<file path="config.mk">
export PLATFORM = sky130hd
export DESIGN_NAME = ext_mem_arbiter
export DESIGN_NICKNAME = d
export VERILOG_FILES = /design/src/rtl/ext_mem_arb_pkg.sv /design/src/rtl/rr_arbiter.sv /design/src/rtl/ext_mem_arbiter.sv
export SDC_FILE = /design/constraint.sdc
export NUM_CORES = 1
export LEC_CHECK = 0
export CAP_MARGIN = 40
export CORE_AREA = 2 2 114 116
export DETAILED_ROUTE_END_ITERATION = 10
export DIE_AREA = 0 0 116 118
export GPL_TIMING_DRIVEN = 0
export MAX_ROUTING_LAYER = met4
export PLACE_DENSITY = 0.66
export SYNTH_ARGS = -nofsm -noshare
export SYNTH_HDL_FRONTEND = slang
export SYNTH_SLANG_ARGS = --single-unit
</file>
<file path="constraint.sdc">
create_clock -name clk -period 2.6 [get_ports clk]
set_input_delay 0.39 -clock clk [delete_from_list [all_inputs] [get_ports clk]]
set_output_delay 0.39 -clock clk [all_outputs]
set_load 0.02 [all_outputs]
</file>
<file path="src/rtl/ext_mem_arb_pkg.sv">
// Shared types and helpers for the external-memory arbiter.
// Contents:
//   ArbNbReq  - requester count the package types are sized for
//   req_idx_t - requester index
//   rd_tag_t  - {valid, idx} tag carried alongside an outstanding read
//   rr_next() - round-robin pointer advance (grantee + 1, wrapping to 0)
package ext_mem_arb_pkg;

  localparam int unsigned ArbNbReq = 2;
  localparam int unsigned ArbIdxW  = (ArbNbReq > 1) ? $clog2(ArbNbReq) : 1;

  typedef logic [ArbIdxW-1:0] req_idx_t;

  typedef struct packed {
    logic     valid;
    req_idx_t idx;
  } rd_tag_t;

  localparam req_idx_t LastIdx = req_idx_t'(ArbNbReq - 1);

  function automatic req_idx_t rr_next(input req_idx_t ptr);
    return (ptr == LastIdx) ? '0 : ptr + req_idx_t'(1);
  endfunction

endpackage

</file>
<file path="src/rtl/rr_arbiter.sv">
// Round-robin arbiter: picks the first asserted request at or after the pointer,
// wrapping N-1 -> 0. The grant is combinational.
// Ports:
//   clk, arst_n - clock, asynchronous active-low reset
//   req         - request vector
//   update_en   - allow the pointer to advance past this cycle's grantee
//   gnt         - one-hot grant (zero when no request)
//   gnt_idx     - index of the grantee (0 when no request)
module rr_arbiter
  import ext_mem_arb_pkg::*;
#(
  parameter int unsigned N = ArbNbReq
) (
  input  logic         clk,
  input  logic         arst_n,
  input  logic [N-1:0] req,
  input  logic         update_en,
  output logic [N-1:0] gnt,
  output req_idx_t     gnt_idx
);

  req_idx_t    ptr_q, ptr_d;
  logic        found;
  int unsigned j;
  req_idx_t    k;

  always_comb begin
    gnt     = '0;
    gnt_idx = '0;
    found   = 1'b0;
    j       = 0;
    k       = '0;
    for (int unsigned i = 0; i < N; i++) begin
      j = 32'(ptr_q) + i;
      if (j >= N) j = j - N;
      k = req_idx_t'(j);
      if (!found && req[k]) begin
        found   = 1'b1;
        gnt[k]  = 1'b1;
        gnt_idx = k;
      end
    end
  end

  always_comb begin
    ptr_d = ptr_q;
    if (update_en && found) ptr_d = rr_next(gnt_idx);
  end

  always_ff @(posedge clk or negedge arst_n) begin
    if (!arst_n) ptr_q <= '0;
    else         ptr_q <= ptr_d;
  end

endmodule

</file>
<file path="src/rtl/ext_mem_arbiter.sv">
// Shares one external-memory read port and one write port between NB_REQ requesters.
// Each port has its own round-robin arbiter; grants are combinational and a transfer
// completes in the cycle valid & ready. Read data returns READ_LATENCY cycles after the
// grant on the shared rsp_data bus, flagged one-hot on rsp_valid.
// NB_REQ must equal ext_mem_arb_pkg::ArbNbReq (tag/index types are sized from it).
// Optional build macro ARB_RAW_GUARD_EN: a same-cycle granted read and write to the same
// address holds off the read grant for that cycle so the read sees the new data.
// Ports:
//   clk, arst_n_in                   - clock, asynchronous active-low reset
//   rd_valid/rd_addr/rd_ready        - per-requester read request handshake
//   rsp_valid/rsp_data               - read response (one-hot valid, shared data)
//   wr_valid/wr_addr/wr_data/wr_ready- per-requester write request handshake
//   ext_mem_*                        - external memory pins
module ext_mem_arbiter
  import ext_mem_arb_pkg::*;
#(
  parameter int unsigned NB_REQ       = ArbNbReq,
  parameter int unsigned ADDR_WIDTH   = 20,
  parameter int unsigned DATA_WIDTH   = 32,
  parameter int unsigned READ_LATENCY = 1
) (
  input  logic                         clk,
  input  logic                         arst_n_in,
  input  logic [NB_REQ-1:0]            rd_valid,
  input  logic [NB_REQ*ADDR_WIDTH-1:0] rd_addr,
  output logic [NB_REQ-1:0]            rd_ready,
  output logic [NB_REQ-1:0]            rsp_valid,
  output logic [DATA_WIDTH-1:0]        rsp_data,
  input  logic [NB_REQ-1:0]            wr_valid,
  input  logic [NB_REQ*ADDR_WIDTH-1:0] wr_addr,
  input  logic [NB_REQ*DATA_WIDTH-1:0] wr_data,
  output logic [NB_REQ-1:0]            wr_ready,
  output logic                         ext_mem_read_en,
  output logic [ADDR_WIDTH-1:0]        ext_mem_read_addr,
  input  logic [DATA_WIDTH-1:0]        ext_mem_qout,
  output logic                         ext_mem_write_en,
  output logic [ADDR_WIDTH-1:0]        ext_mem_write_addr,
  output logic [DATA_WIDTH-1:0]        ext_mem_din
);

  logic [NB_REQ-1:0]     rd_req, wr_req, rd_gnt, wr_gnt;
  req_idx_t              rd_idx, wr_idx;
  logic                  rd_any, wr_any, raw_hit;
  logic [ADDR_WIDTH-1:0] rd_addr_sel, wr_addr_sel;
  logic [DATA_WIDTH-1:0] wr_data_sel;
  rd_tag_t               tag_q [READ_LATENCY];
  rd_tag_t               tail;

  // Requests are masked while reset is held so no grant or enable escapes.
  assign rd_req = rd_valid & {NB_REQ{arst_n_in}};
  assign wr_req = wr_valid & {NB_REQ{arst_n_in}};

  rr_arbiter #(.N(NB_REQ)) u_rd_arb (
    .clk       (clk),
    .arst_n    (arst_n_in),
    .req       (rd_req),
    .update_en (~raw_hit),
    .gnt       (rd_gnt),
    .gnt_idx   (rd_idx)
  );

  rr_arbiter #(.N(NB_REQ)) u_wr_arb (
    .clk       (clk),
    .arst_n    (arst_n_in),
    .req       (wr_req),
    .update_en (1'b1),
    .gnt       (wr_gnt),
    .gnt_idx   (wr_idx)
  );

  always_comb begin
    rd_any      = |rd_gnt;
    wr_any      = |wr_gnt;
    rd_addr_sel = rd_addr[32'(rd_idx) * ADDR_WIDTH +: ADDR_WIDTH];
    wr_addr_sel = wr_addr[32'(wr_idx) * ADDR_WIDTH +: ADDR_WIDTH];
    wr_data_sel = wr_data[32'(wr_idx) * DATA_WIDTH +: DATA_WIDTH];
`ifdef ARB_RAW_GUARD_EN
    raw_hit = rd_any && wr_any && (rd_addr_sel == wr_addr_sel);
`else
    raw_hit = 1'b0;
`endif
  end

  always_comb begin
    rd_ready           = raw_hit ? '0 : rd_gnt;
    wr_ready           = wr_gnt;
    ext_mem_read_en    = |rd_ready;
    ext_mem_read_addr  = ext_mem_read_en ? rd_addr_sel : '0;
    ext_mem_write_en   = wr_any;
    ext_mem_write_addr = wr_any ? wr_addr_sel : '0;
    ext_mem_din        = wr_any ? wr_data_sel : '0;
  end

  // Tag pipeline: stage 0 captures this cycle's read, the tail lines up with ext_mem_qout.
  always_ff @(posedge clk or negedge arst_n_in) begin
    if (!arst_n_in) begin
      for (int unsigned i = 0; i < READ_LATENCY; i++) tag_q[i] <= '0;
    end else begin
      tag_q[0] <= '{valid: ext_mem_read_en, idx: rd_idx};
      for (int unsigned i = 1; i < READ_LATENCY; i++) tag_q[i] <= tag_q[i-1];
    end
  end

  always_comb begin
    tail      = tag_q[READ_LATENCY-1];
    rsp_valid = '0;
    rsp_data  = '0;
    if (tail.valid) begin
      rsp_valid[tail.idx] = 1'b1;
      rsp_data            = ext_mem_qout;
    end
  end

endmodule

</file>
# After elaboration in Yosys (flattened, before gate mapping)
# Cells that the tools add are included.
dict set report totals {
  output_inout_bits 112
  mem_bits_ro 0
  latch_bits 0
  inputBits 182
  ramBits 0
  wordCells 87
  mem_count 0
  reg_bits 4
}
dict set report op_classes {
  n_bitwise 4
  shift 3
  addsub 8
  n_eq_ne 0
  div 0
  n_lt_le_gt_ge 14
  n_mux 41
  n_reduce_logical 11
  multipliers 2
}
# cell n
set op_table {}
lappend op_table {{indexed part select 40 x 7 -> 20 bit} 2}
lappend op_table {{2-to-1 mux 32 bit} 2}
lappend op_table {{indexed part select 64 x 7 -> 32 bit} 1}
lappend op_table {{2-to-1 mux 20 bit} 2}
lappend op_table {{2-to-1 mux 1 bit} 27}
lappend op_table {{< comparator 1 x 2 -> 1 bit, second input constant} 5}
lappend op_table {{2-to-1 mux 2 bit} 5}
lappend op_table {{multiplier 1 x 3 -> 4 bit, second input constant} 2}
lappend op_table {{logical AND 1 bit} 7}
lappend op_table {{demux 1 bit (select 1 bit)} 5}
lappend op_table {{greater-or-equal comparator 1 bit, second input constant} 5}
lappend op_table {{adder 1 x 1 -> 2 bit, second input constant} 2}
lappend op_table {{bitwise AND 2 bit} 2}
lappend op_table {{greater-or-equal comparator 1 x 2 -> 1 bit, second input constant} 2}
lappend op_table {{greater-or-equal comparator 2 bit, second input constant} 2}
lappend op_table {{OR 2 bit} 2}
lappend op_table {{OR reduction 2 bit} 2}
lappend op_table {{subtractor 1 bit, second input constant} 4}
lappend op_table {{adder 1 bit, second input constant} 2}
lappend op_table {{logical NOT 1 bit} 2}

# Logic depth before layout (Yosys ltp)
# Gate-level depths: netlist of run 1.
dict set report logic_depth {
  word_depth 11
  mapped_depth 5
  depth_no_buf 2
}

# Hierarchy
# From an unflattened synthesis of run 1, not the netlist that was laid out.
dict set report hier_totals {
  cells_unflattened 221
  area_unflattened_um2 1595.3
}
# module seq_area_each_um2 n_inst area_each_um2 cells_each
set by_module_without_submodules {}
lappend by_module_without_submodules {ext_mem_arbiter 50.0 1 1470.2 207}
lappend by_module_without_submodules {rr_arbiter 25.0 2 62.6 7}

# Worst setup path after synthesis of run 1
# No wires, ideal clock.
dict set report synth_path {
  kind {input-to-output}
  start {in arst_n_in}
  end {out ext_mem_read_addr[10]}
  stages 4
  slack_ps 862
  path_buffers 2
  t_arrival_ps 1348
  required_ps 2210
  path_cell_list {buf_2 -> buf_2 -> nand2_1 -> o32ai_1}
}
dict set report synth_between {
  elab_chain_len 10
  word_cells_on_any_way 17
  cone_classes {mul: 1; shift: 1; mux: 10; bitwise: 2; reduce/logical: 3}
}
# element line_no
set synth_lines {}
lappend synth_lines {{start: declaration} ext_mem_arbiter.sv:23} ;# input logic arst_n_in,
lappend synth_lines {{bitwise AND 2 bit *} ext_mem_arbiter.sv:50} ;# assign rd_req = rd_valid & {NB_REQ{arst_n_in}};
lappend synth_lines {{2-to-1 mux 1 bit (implied by the code) (2 in a row)} rr_arbiter.sv:37} ;# if (!found && req[k]) begin
lappend synth_lines {{2-to-1 mux 1 bit} rr_arbiter.sv:37}
lappend synth_lines {{logical NOT 1 bit} rr_arbiter.sv:37}
lappend synth_lines {{logical AND 1 bit} rr_arbiter.sv:37}
lappend synth_lines {{2-to-1 mux 1 bit} rr_arbiter.sv:37}
lappend synth_lines {{multiplier 1 x 3 -> 4 bit} ext_mem_arbiter.sv:74} ;# rd_addr_sel = rd_addr[32'(rd_idx) * ADDR_WIDTH +: ADDR_WIDTH];
lappend synth_lines {{indexed part select 40 x 7 -> 20 bit} ext_mem_arbiter.sv:74}
lappend synth_lines {{2-to-1 mux 20 bit *} ext_mem_arbiter.sv:88} ;# ext_mem_read_addr = ext_mem_read_en ? rd_addr_sel : '0;
lappend synth_lines {{end: declaration} ext_mem_arbiter.sv:34} ;# output logic [ADDR_WIDTH-1:0] ext_mem_read_addr,
# Every way passes the cells marked *; elsewhere a longest branch is shown, timed or not. The select of a mux whose other input is x is not followed.

# Worst setup path after layout of run 1
dict set report layout_path {
  start {in wr_valid[1]}
  end {out ext_mem_din[29]}
}
dict set report layout_between {
  elab_chain_len 9
  word_cells_on_any_way 16
  cone_classes {shift: 1; mux: 10; bitwise: 2; reduce/logical: 3}
}
# element line_no
set layout_lines {}
lappend layout_lines {{start: declaration} ext_mem_arbiter.sv:29} ;# input logic [NB_REQ-1:0] wr_valid,
lappend layout_lines {{bitwise AND 2 bit *} ext_mem_arbiter.sv:51} ;# assign wr_req = wr_valid & {NB_REQ{arst_n_in}};
lappend layout_lines {{2-to-1 mux 1 bit (implied by the code) (2 in a row)} rr_arbiter.sv:37}
lappend layout_lines {{2-to-1 mux 1 bit} rr_arbiter.sv:37}
lappend layout_lines {{logical NOT 1 bit} rr_arbiter.sv:37}
lappend layout_lines {{logical AND 1 bit} rr_arbiter.sv:37}
lappend layout_lines {{2-to-1 mux 1 bit / 2-to-1 mux 2 bit (equally long branches)} rr_arbiter.sv:37}
lappend layout_lines {{indexed part select 64 x 7 -> 32 bit / OR reduction 2 bit (equally long branches)} {ext_mem_arbiter.sv:76, ext_mem_arbiter.sv:73}}
lappend layout_lines {{2-to-1 mux 32 bit *} ext_mem_arbiter.sv:91} ;# ext_mem_din = wr_any ? wr_data_sel : '0;
lappend layout_lines {{end: declaration} ext_mem_arbiter.sv:38} ;# output logic [DATA_WIDTH-1:0] ext_mem_din
# Marks and branches as above.

==> summary.md, run 1 <==
| Metric | Value |
|---|---|
| Status | `finished clean` |
| Tot Pwr | `1411 uW` |
| ANT nets after route | `0` |
| WP data required | `2210 ps` |
| Vias per cell | `4.538` |
| Root buffer cell | `clkbuf_16` |
| Fin. max-slew vios | `0` |
| Diode count | `0` |
| Worst-Margin Slew | `392.9 ps` |
| Crit path kind | `primary input to output pin` |
| CTS H-tree lvls | `1` |
| Via count | `3,567` |
| IO Port Bufs | `293` |
| Final Cycle Share | `0.9536` |
| Worst Setup End Kind | `output pin` |
| Clock Pin Slew Worst Setup and Hold Paths | `30 ps` |
| Die ar. | `13,690 sq um` |
| Die Height | `118 um` |
| Worst skew pair latency | `220 ps` |
| Share of the synthesized area in the top cell type | `0.3607` |
| TritonCTS clock tree | `yes` |
| Peak supply drop | `0.1775 mV` |
| Gpl congestion | `0.9248` |
| CORE AREA | `12,410 sq um` |
| Syn_nets | `500` |
| Hold Slack | `126.1 ps` |
| Wire per inst | `15.68 um` |
| Initial DRC count | `140` |
| Rel. slew slack | `0.7380` |
| CTS buffer count | `3` |
| FILL cells | `1,312` |
| Synth Cell Area | `2255 sq um` |
| Hold Crit Class | `primary input to asynchronous set/reset pin` |
| DR pass1 iterations | `4` |
| Boundary pin count | `294` |
| Fin crit period | `2479 ps` |
| Antenna violations before repair | `0` |
| Pin count of the biggest net entering global routing | `11` |
| Area of the multi-input gates | `1866 sq um` |
| Crit-path max FO | `10` |
| YS warnings | `0` |
| Critical Path Start Type | `primary input` |
| Seq/Total Area, Yosys | `0.04440` |
| Synth Instances | `318` |
| Clk buf depth | `2` |
| Initial core utilization | `0.1816` |
| FF+latch count, synth | `4` |
| Vias in the first global route | `3,548` |
| Max-Cap Viols | `0` |
| Fmax | `0.4033 GHz` |
| Most common cell after layout, fill and taps aside | `clkdlybuf4s50_1` |
| Gr ovfl total | `0` |
| Most frequent cells in the layout | `clkdlybuf4s50_1 (217), nand2_1 (148), dlygate4sd2_1 (57)` |
| FP Rows | `41` |
| Reg2Reg Depth | `3` |
| P&R area growth vs syn | `141.0%` |
| Setup violators final | `0` |
| Power Density | `259.7 nW/um^2` |
| Nets | `798` |
| Worst Path Arrival | `2090 ps` |
| Layout cells sized above 1 | `0.1661` |
| Unrepaired setup endpoints after global routing | `no` |
| Synth unique cells | `18` |
| Post-DP HPWL | `10,290 um` |
| WL final | `12,330 um` |
| Lkg Pwr | `0.002239 uW` |
| Clock sinks | `4` |
| Tot GR Track Use | `0.1727` |
| Top cells by area, synth | `o32ai_2 (36%), nand2_1 (25%), and2_1 (9.2%), o32ai_1 (8.5%), buf_6 (5.5%)` |
| Skew final | `1.604 ps` |
| Die X | `116 um` |
| Syn avg cell area | `7.090 sq um` |
| Final hold viol count | `0` |
| Area leader, netlist | `o32ai_2` |
| First-pass GRT wire length | `18,520 um` |
| Post-route DRC | `0` |
| Sequential Area | `100.1 sq um` |
[flip-flops by register name, summed over array words and instances (netlist names)]
register        cells
tag_q               2
u_rd_arb.ptr_q      1
u_wr_arb.ptr_q      1
[final timing paths]
| kind | start | to | slack (ps) |
|---|---|---|---|
| max | wr_valid[1] | ext_mem_din[29] | 120 |
| min | arst_n_in | u_rd_arb.ptr_q | 130 |
| max reg2reg | u_rd_arb.ptr_q | tag_q[0] | 1430 |
| min reg2reg | u_wr_arb.ptr_q | u_wr_arb.ptr_q | 530 |
| max in group asynchronous | arst_n_in | tag_q[0] | 2280 |
| min in group clk | u_wr_arb.ptr_q | u_wr_arb.ptr_q | 530 |
[cell families (layout without fill, tap and decap cells)]
group | after synthesis | count (layout) | share of synthesized area
simple gates | 187 | 187 | 0.3513
flops | 4 | 4 | 0.04440
compound gates | 82 | 82 | 0.4761
buf+inv | 45 | 341 | 0.1282
[repair_timing]
action                     CTS  global route
gates resized for setup    117             0
setup endpoints to repair   78             0
hold buffers                 0             0
setup buffers                0             0
[cells in the mapped netlist]
library cell	count
nand2_1	148
o32ai_2	50
and2_1	33
buf_2	24
o32ai_1	22
buf_6	11
clkbuf_1	6
a21oi_1	4
dfrtp_1	4
nor2_1	3
nor2b_1	3
a31oi_1	2
buf_4	2
o21a_1	2
a21bo_1	1
a21bo_2	1
inv_1	1
inv_2	1
[stage by stage]
stage          instance area, sq um  setup TNS (ps)  cells    util  setup slack [ps]
4_1_cts                        5434               0    786  0.4377             104.5
5_1_grt                        5434               0    786  0.4377             31.73
6_report                       5434               0    786  0.4377             120.6
3_5_place_dp                   5403          -34120    783  0.4352            -577.3
3_3_place_gp                   5403          -33140    783  0.4352            -569.9
2_1_floorplan                  2255               0    318       -             861.6
[report_power, final]
group	internal (uW)	switching (uW)
Combinational	568	526
Sequential	70.9	10.2
Clock	196	40.3
[critical path: stages]
cell	delay (ps)
clkdlybuf4s50_1	610
inv_2	150
buf_2	250
o32ai_2	300
dlygate4sd2_1	380
[metal layers]
| layer | global-route usage | vias up | part of all wire |
|---|---|---|---|
| li1 | - | 1732 | - |
| met1 | 0.2037 | 1666 | 0.42 |
| met2 | 0.3067 | 161 | 0.50 |
| met3 | 0.03141 | 8 | 0.073 |
| met4 | 0.02976 | 0 | 0.0077 |
| met5 | - | - | 0 |
[layout make-up]
cell class / count / area share
well taps: 172 / 0.03960
repair buffers: 293 / 0.5275
multi-input cells: 269 / 0.3433
clock buffers: 3 / 0.01382
inverters: 2 / 0.001382
plain buffers: 43 / 0.05595
flip-flops and latches: 4 / 0.01842
Power figures use the tool's default switching activity.
==> run 2, diff against run 1 <==
Settings changed: SLEW_MARGIN from default to 10, TNS_END_PERCENT from default to 10.
==> summary.md, run 2 (same netlist as run 1, synthesis figures left out) <==
| Metric | Value |
|---|---|
| Status | `finished clean` |
| WP data required | `2210 ps` |
| Power Density | `259.3 nW/um^2` |
| Most common cell after layout, fill and taps aside | `clkdlybuf4s50_1` |
| Logic pwr share | `0.777` |
| Post-DP HPWL | `10,290 um` |
| Setup ws final | `103.4 ps` |
| Slowest CP cell | `clkdlybuf4s50_1` |
| Post-place setup slack | `-577.3 ps` |
| Critical Path Start Type | `primary input` |
| Vias per cell | `4.550` |
| Nets | `798` |
| Largest Register | `tag_q` |
| Max-Cap Viols | `0` |
| Most frequent cells in the layout | `clkdlybuf4s50_1 (217), nand2_1 (148), o32ai_2 (50)` |
| Count of hold-fix buffers inserted at cts | `0` |
| Skew final | `1.469 ps` |
| Fmax | `0.4005 GHz` |
| Gr ovfl total | `0` |
| Initial core utilization | `0.1816` |
| Initial DRC count | `137` |
| Max FFs per register | `2` |
| Rel. slew slack | `0.7372` |
| Vias in the first global route | `3,577` |
| Peak supply drop | `0.1772 mV` |
| Crit path kind | `primary input to output pin` |
| Worst Path Arrival | `2110 ps` |
| Final Cycle Share | `0.9602` |
| DR pass1 iterations | `4` |
| Boundary pin count | `294` |
| Root buffer cell | `clkbuf_16` |
| Sequential share of power | `0.057` |
| Worst Setup End Kind | `output pin` |
| Clk buf depth | `2` |
| CP cell instances | `clkdlybuf4s50_1, inv_2, buf_2, o32ai_2, dlygate4sd2_1` |
| CTS H-tree lvls | `1` |
| Hold Crit Class | `primary input to asynchronous set/reset pin` |
| Worst-Margin Slew | `394.2 ps` |
| Gpl congestion | `0.9248` |
| CTS buffer count | `3` |
| Fin. max-slew vios | `0` |
| Psw | `576.5 uW` |
| FP Rows | `41` |
| Crit-path max FO | `10` |
| Final hold viol count | `0` |
| Die Height | `118 um` |
| RR Startpoint | `u_rd_arb.ptr_q` |
| CP max stage delay | `620 ps` |
| Setup violators final | `0` |
| Die ar. | `13,690 sq um` |
| Setup Fix Bufs, Post-CTS | `0` |
| Clock sinks | `4` |
| Unrepaired setup endpoints after global routing | `no` |
| Diode count | `0` |
| Reg2Reg Depth | `3` |
| ANT nets after route | `0` |
| Switching Share | `0.4056` |
| CORE AREA | `12,410 sq um` |
| Tot Pwr | `1421 uW` |
| Pin count of the biggest net entering global routing | `11` |
| WL final | `12,330 um` |
| Largest regs | `tag_q x2, u_rd_arb.ptr_q x1, u_wr_arb.ptr_q x1` |
| First-pass GRT wire length | `18,630 um` |
| Clock Pin Slew Worst Setup and Hold Paths | `30 ps` |
| Tot GR Track Use | `0.1737` |
| Post-route DRC | `0` |
| Worst reg-to-reg setup slack | `1430 ps` |
| TritonCTS clock tree | `yes` |
| Int Power | `844.9 uW` |
| Clk pwr share | `0.166` |
| Wire per inst | `15.68 um` |
| RR Endpoint | `tag_q[0]` |
| Worst skew pair latency | `220 ps` |
| P&R area growth vs syn | `143.2%` |
| Layout cells sized above 1 | `0.2052` |
| IO Port Bufs | `293` |
| Die X | `116 um` |
| Antenna violations before repair | `0` |
| Via count | `3,576` |
| Lkg Pwr | `0.002193 uW` |
| Fin crit period | `2497 ps` |
run 2: how the worst max path moves through the flow:
stage	slack [ps]	to	cells after the start	startpoint
floorplan	860	ext_mem_read_addr[10]	4	arst_n_in
global placement	-570	ext_mem_read_addr[18]	7	arst_n_in
detailed placement	-580	ext_mem_read_addr[18]	7	arst_n_in
CTS	-20	ext_mem_din[0]	7	arst_n_in
global route	30	ext_mem_din[29]	5	wr_valid[1]
finish	100	ext_mem_din[29]	5	wr_valid[1]
run 2: per-stage QoR:
stage / setup TNS, ps / utilization / hold slack (ps) / cells / instance area, sq um
after floorplan: 0 / - / 94.41 / 318 / 2255
after global placement: -33140 / 0.4352 / 530.8 / 783 / 5403
after detailed placement: -34120 / 0.4352 / 526.9 / 783 / 5403
after CTS: -21.33 / 0.4414 / 393.4 / 786 / 5480
after global routing: 0 / 0.4416 / 27.56 / 786 / 5483
final: 0 / 0.4416 / 9.760 / 786 / 5483
run 2: final cells by class:
class,instances,area [sq um]
flip-flops and latches,4,100.1
inverters,2,7.507
well taps,172,215.2
clock buffers,3,75.07
plain buffers,43,299.0
fillers,1298,6932
repair buffers,293,2920
multi-input cells,269,1866
run 2: what timing repair did:
action	4_1_cts	5_1_grt
resized for setup	156	1
setup endpoints to repair	78	70
cloned	0	0
run 2: metal layers:
layer	GRT usage	part of all wire	up-vias	wire length [um]
met2	0.3059	0.50	165	6170
li1	-	-	1735	-
met1	0.2049	0.42	1664	5141
met3	0.03090	0.071	12	874
met5	-	0	-	0
met4	0.03646	0.012	0	142
run 2: worst max-delay path: cells and delay by family:
family          cells  cell delay (ps)
buf+inv             4             1410
compound gates      1              300
run 2: power groups by stage:
stage               combinational, uW  sequential (uW)  clock [uW]
finish                           1100             81.0         236
global route                     1180             83.3         249
CTS                              1110             80.8         242
detailed placement               1160             81.5           0
global placement                 1140             81.2           0
floorplan                         557             78.8           0
